`config.mk`:
```
export PLATFORM = sky130hd
export DESIGN_NAME = fetch_unit
export DESIGN_NICKNAME = d
export VERILOG_FILES = /design/src/rtl/fetch_unit.sv
export SDC_FILE = /design/constraint.sdc
export NUM_CORES = 1
export LEC_CHECK = 0
export BUFFER_PORTS_ARGS = -buffer_cell sky130_fd_sc_hd__buf_4
export CORE_UTILIZATION = 52
export DETAILED_ROUTE_END_ITERATION = 8
export GPL_ROUTABILITY_DRIVEN = 0
export GPL_TIMING_DRIVEN = 0
export PLACE_DENSITY = 0.93
export SYNTH_ARGS = -nofsm -noshare
export SYNTH_HDL_FRONTEND = slang
export SYNTH_SLANG_ARGS = --single-unit
export TNS_END_PERCENT = 100
```
`constraint.sdc`:
```
create_clock -name clk -period 5.2 [get_ports clk]
set_input_delay 0 -clock clk [delete_from_list [all_inputs] [get_ports clk]]
set_output_delay 0 -clock clk [all_outputs]
set_load 0.005 [all_outputs]
```
`src/rtl/fetch_unit.sv`:
```
// fetch_unit
// Instruction-fetch stage. Owns the program counter, presents the word address
// to instruction memory, and captures the returned word into a registered
// IF/ID output that is handed to decode with a valid/ready handshake. Branch
// redirects from execute take priority over everything else. Fetching stops
// once the PC leaves the program image (0..DEPTH-1).
//
// Ports:
//   clk            rising-edge clock
//   rst_n          asynchronous active-low reset
//   instr_addr     word address to instruction memory (0 when PC out of range)
//   instruction    combinational read data from instruction memory
//   branch_valid   one-cycle redirect request
//   branch_target  redirect word address
//   out_valid      IF/ID register holds an instruction
//   out_ready      decode accepts the IF/ID register this cycle
//   out_instr      fetched instruction word
//   out_pc         word address of out_instr
//   halted         fetch stopped
//   fetch_count    fetches issued since reset (wraps)
module fetch_unit #(
  parameter int          DEPTH    = 16,
  parameter logic [31:0] RESET_PC = 32'd0
) (
  input  logic        clk,
  input  logic        rst_n,
  output logic [31:0] instr_addr,
  input  logic [31:0] instruction,
  input  logic        branch_valid,
  input  logic [31:0] branch_target,
  output logic        out_valid,
  input  logic        out_ready,
  output logic [31:0] out_instr,
  output logic [31:0] out_pc,
  output logic        halted,
  output logic [31:0] fetch_count
);

  typedef enum logic {
    RUN  = 1'b0,
    HALT = 1'b1
  } state_t;

  localparam logic [31:0] DEPTH_W    = 32'(DEPTH);
  localparam logic [31:0] LAST_PC_W  = DEPTH_W - 32'd1;
  // The memory address is clamped to 0 whenever the PC is out of range.
  localparam logic [31:0] RESET_ADDR = (RESET_PC < DEPTH_W) ? RESET_PC : 32'd0;

  state_t      state_r;
  state_t      state_next_s;
  logic [31:0] pc_r;
  logic [31:0] pc_next_s;
  logic [31:0] addr_r;
  logic        out_valid_r;
  logic [31:0] out_instr_r;
  logic [31:0] out_pc_r;
  logic        halted_r;
  logic [31:0] fetch_count_r;
  logic        in_range_s;
  logic        fire_s;

  // Fetch decision and next PC / next state.
  always_comb begin
    pc_next_s    = pc_r;
    state_next_s = state_r;
    in_range_s   = (pc_r < DEPTH_W);
    fire_s       = (state_r == RUN) && in_range_s && !branch_valid &&
                   (!out_valid_r || out_ready);
    if (branch_valid) begin
      pc_next_s    = branch_target;
      state_next_s = (branch_target < DEPTH_W) ? RUN : HALT;
    end else if (fire_s) begin
      pc_next_s = pc_r + 32'd1;
      // The last word of the image still gets fetched; halt right after it.
      if (pc_r == LAST_PC_W) begin
        state_next_s = HALT;
      end else begin
        state_next_s = state_r;
      end
    end else if ((state_r == RUN) && !in_range_s) begin
      state_next_s = HALT;
    end else begin
      state_next_s = state_r;
    end
  end

  // PC, FSM state, memory address and IF/ID register.
  always_ff @(posedge clk or negedge rst_n) begin
    if (!rst_n) begin
      state_r       <= RUN;
      pc_r          <= RESET_PC;
      addr_r        <= RESET_ADDR;
      halted_r      <= 1'b0;
      out_valid_r   <= 1'b0;
      out_instr_r   <= 32'd0;
      out_pc_r      <= 32'd0;
      fetch_count_r <= 32'd0;
    end else begin
      state_r  <= state_next_s;
      pc_r     <= pc_next_s;
      // Address is registered from the next PC so it always tracks pc_r.
      addr_r   <= (pc_next_s < DEPTH_W) ? pc_next_s : 32'd0;
      halted_r <= (state_next_s == HALT);
      if (branch_valid) begin
        // Flush the wrong-path word; an accepting decode has already taken it.
        out_valid_r <= 1'b0;
      end else if (fire_s) begin
        out_valid_r   <= 1'b1;
        out_instr_r   <= instruction;
        out_pc_r      <= pc_r;
        fetch_count_r <= fetch_count_r + 32'd1;
      end else if (out_ready) begin
        // Drain: decode took the last word and nothing replaces it.
        out_valid_r <= 1'b0;
      end else begin
        out_valid_r <= out_valid_r;
      end
    end
  end

  assign instr_addr  = addr_r;
  assign out_valid   = out_valid_r;
  assign out_instr   = out_instr_r;
  assign out_pc      = out_pc_r;
  assign halted      = halted_r;
  assign fetch_count = fetch_count_r;

endmodule
```
==> impl_metrics.toml <==
[outcome]
status = "completed"

[cts]
post_cts_buffers = 0
path_clk_slew_ps = 60
root_buffer = "clkbuf_16"
cts.sinks = 162
clock_latency_ps = 430
cts_tree = "yes"
cts-resized-gates = 0
cts_made_buffers = 17
htree_levels = 4
cts.path.max_buffers = 2

[sta]
clock_skew_ps = 9.728
rsz0062_at_grt = "no"
clock.fmax_ghz = 0.4072
slew_headroom = 0.4240
worst_slew_pin_slew_ps = 863.9
whs_ps = 73.59
post-route-period-util = 0.4723
timing.final.crit_period_ps = 2456
tns_ps = 0
final_hold_viol_count = 0
final-max-slew-violation-count = 0
setup_viol = 0

[power]
power_switching_share = 0.2081
seq_power_share = 0.458
combPwrFrac = 0.067
power_density_nw_per_um2 = 312.4
total_power_mw = 2.881
ir_worst_vdd_mv = 0.2804
p_leak_nw = 4.719
switchingPower_mw = 0.5995
clkPwrFrac = 0.476
internal_power_mw = 2.282

[logic_synthesis]
synth_area_um2 = 6132
netlist.top_cell.by_area = "dfrtp_1"
synth_ff_type = "dfrtp_1"
synthCells = 508
yosysTopAreaCellShare = 0.6611
synth_common_cells = "162 x dfrtp_1, 128 x nand2_1, 30 x and2_1"
synth.most_common_cell = "dfrtp_1"
ys_seq_area_frac = 0.6611
synth.avg_cell_area_um2 = 12.07
yosys_warnings = 0
ys_ff_latch = 162
async_reset_ff_frac = 1.000
synth.area.top_cells = "dfrtp_1 66%, nand2_1 7.8%, mux2_2 4.8%"
synth_edf_count = 0
synth_cell_type_count = 47

[critical_path]
start_kind = "flip-flop"
crit_type = "flip-flop to flip-flop"
worstPathRequired_ps = 5530
critical_path.max_fanout = 10
rrSetupSlack_ps = 2740
worstSetupEndpointType = "flip-flop"
worstPathArrival_ps = 2780

[global_route]
grt_antenna_before_repair = 0
grt_max_degree = 98
grt_pass1_vias = 5524
grt-ovfl-total = 0
grt_pass1_wl_um = 27800
grtUsageTotal = 0.2943

[die]
core_area_um2 = 11470
die_height_um = 110.6
floorplan.initialDensity = 0.5348
ios = 198
die_x_um = 110.6
die_area_um2 = 12230
rows = 39

[route]
wl_per_cell_um = 17.59
vias = 5093
drtIter0Drc = 378
wl_um = 17100
via_per_inst = 5.240
drtAntennaViolNets = 0
drc = 0
dr.pass1.iters = 4

[place]
place_area_um2 = 7915
port_buffers = 196
hpwl_um = 10580

[cells_and_area]
nets = 886
stdcell_area_um2 = 9224
drive_gt1_frac = 0.3293
area_growth_pct = 50.42
diodes = 0

[flow_run]
cap_violations = 0

[worst_hold_path]
hold_class = "input port to flip-flop"
[cell usage in the layout, fill, tap and decap left out, types with 5 or more instances in the layout]
cell and count:
nor3_1 7, inv_1 5, mux2_2 26, nand2_1 128, dlygate4sd3_1 65, nor4_1 9, clkbuf_1 15, bufinv_16 5
nand3_1 20, nand4_1 11, nor2_1 15, buf_4 195, xnor2_1 24, conb_1 28, and2_1 30, dfrtp_1 162
clkbuf_16 17, xor2_1 7
[layer usage]
layer / part of all wire / GRT usage
met3: 0.073 / 0.09605
met1: 0.36 / 0.3234
met2: 0.52 / 0.5097
met5: 0 / 0
met4: 0.038 / 0.1476
[critical path: stages, from the launching register on]
cell and delay, ps:
dfrtp_1 380, nor4_1 450, and4_1 360, nand3_1 210, clkbuf_1 330, nor3_1 380, xor2_1 250
[metrics by stage]
stage / utilization / setup slack [ps] / std cells
after floorplan: - / 3219 / 535
after global placement: 0.6875 / 2867 / 874
after detailed placement: 0.6902 / 2804 / 875
after CTS: 0.8044 / 2755 / 972
after global routing: 0.8044 / 2435 / 972
final: 0.8044 / 2744 / 972
[cells by family (layout without fill, tap and decap cells)]
family | Yosys count | in the layout | synth area share
other | 1 | 28 | 0.0006115
buffers and inverters | 23 | 317 | 0.01449
adders and majority gates | 2 | 2 | 0.004080
AOI/OAI and AO/OA | 16 | 16 | 0.01979
muxes | 29 | 29 | 0.05285
xor gates and xnor gates | 31 | 31 | 0.04428
DFF | 162 | 162 | 0.6611
and+or+nand+nor | 244 | 244 | 0.2028
[state kept, by name, summed over array words and instances (netlist names)]
signal	count
instr_addr	32
halted	1
out_instr	32
out_pc	32
pc_r	32
fetch_count	32
out_valid	1
[what timing repair did]
action / in CTS / in global routing
hold endpoints to repair: 164 / 0
hold buffers: 65 / 0
endpoints found under the setup margin: 0 / 0
[final timing paths]
| path | cells past startpoint | start | to |
|---|---|---|---|
| worst max register to register | 6 | pc_r[22]$_DFF_PN0_ | fetch_count[6]$_DFFE_PN0P_ |
| worst max-delay path | 6 | pc_r[22]$_DFF_PN0_ | fetch_count[6]$_DFFE_PN0P_ |
| max in group asynchronous | 3 | rst_n | out_pc[14]$_DFFE_PN0P_ |
| min in group asynchronous | 2 | rst_n | fetch_count[29]$_DFFE_PN0P_ |
| worst min register to register | 2 | out_instr[1]$_DFFE_PN0P_ | out_instr[1]$_DFFE_PN0P_ |
| worst min-delay path | 4 | branch_target[1] | pc_r[1]$_DFF_PN0_ |
[area by class of cell]
cell class | count | area (um^2)
Timing Repair Buffer | 262 | 2153
Tap cell | 143 | 178.9
Fill cell | 633 | 2243
Sequential cell | 162 | 4054
Clock buffer | 19 | 452.9
Multi-Input combinational cell | 350 | 2091
Clock inverter | 13 | 205.2
Inverter | 5 | 18.77
Buffer | 18 | 70.07
[power by group through the flow]
stage	combinational, mW	clock [mW]	sequential [mW]
finish	0.192	1.37	1.32
detailed placement	0.149	0	1.34
floorplan	0.0495	0	1.34
global placement	0.139	0	1.34
global route	0.210	1.44	1.32
CTS	0.190	1.39	1.32
(Power assumes the default switching activity.)
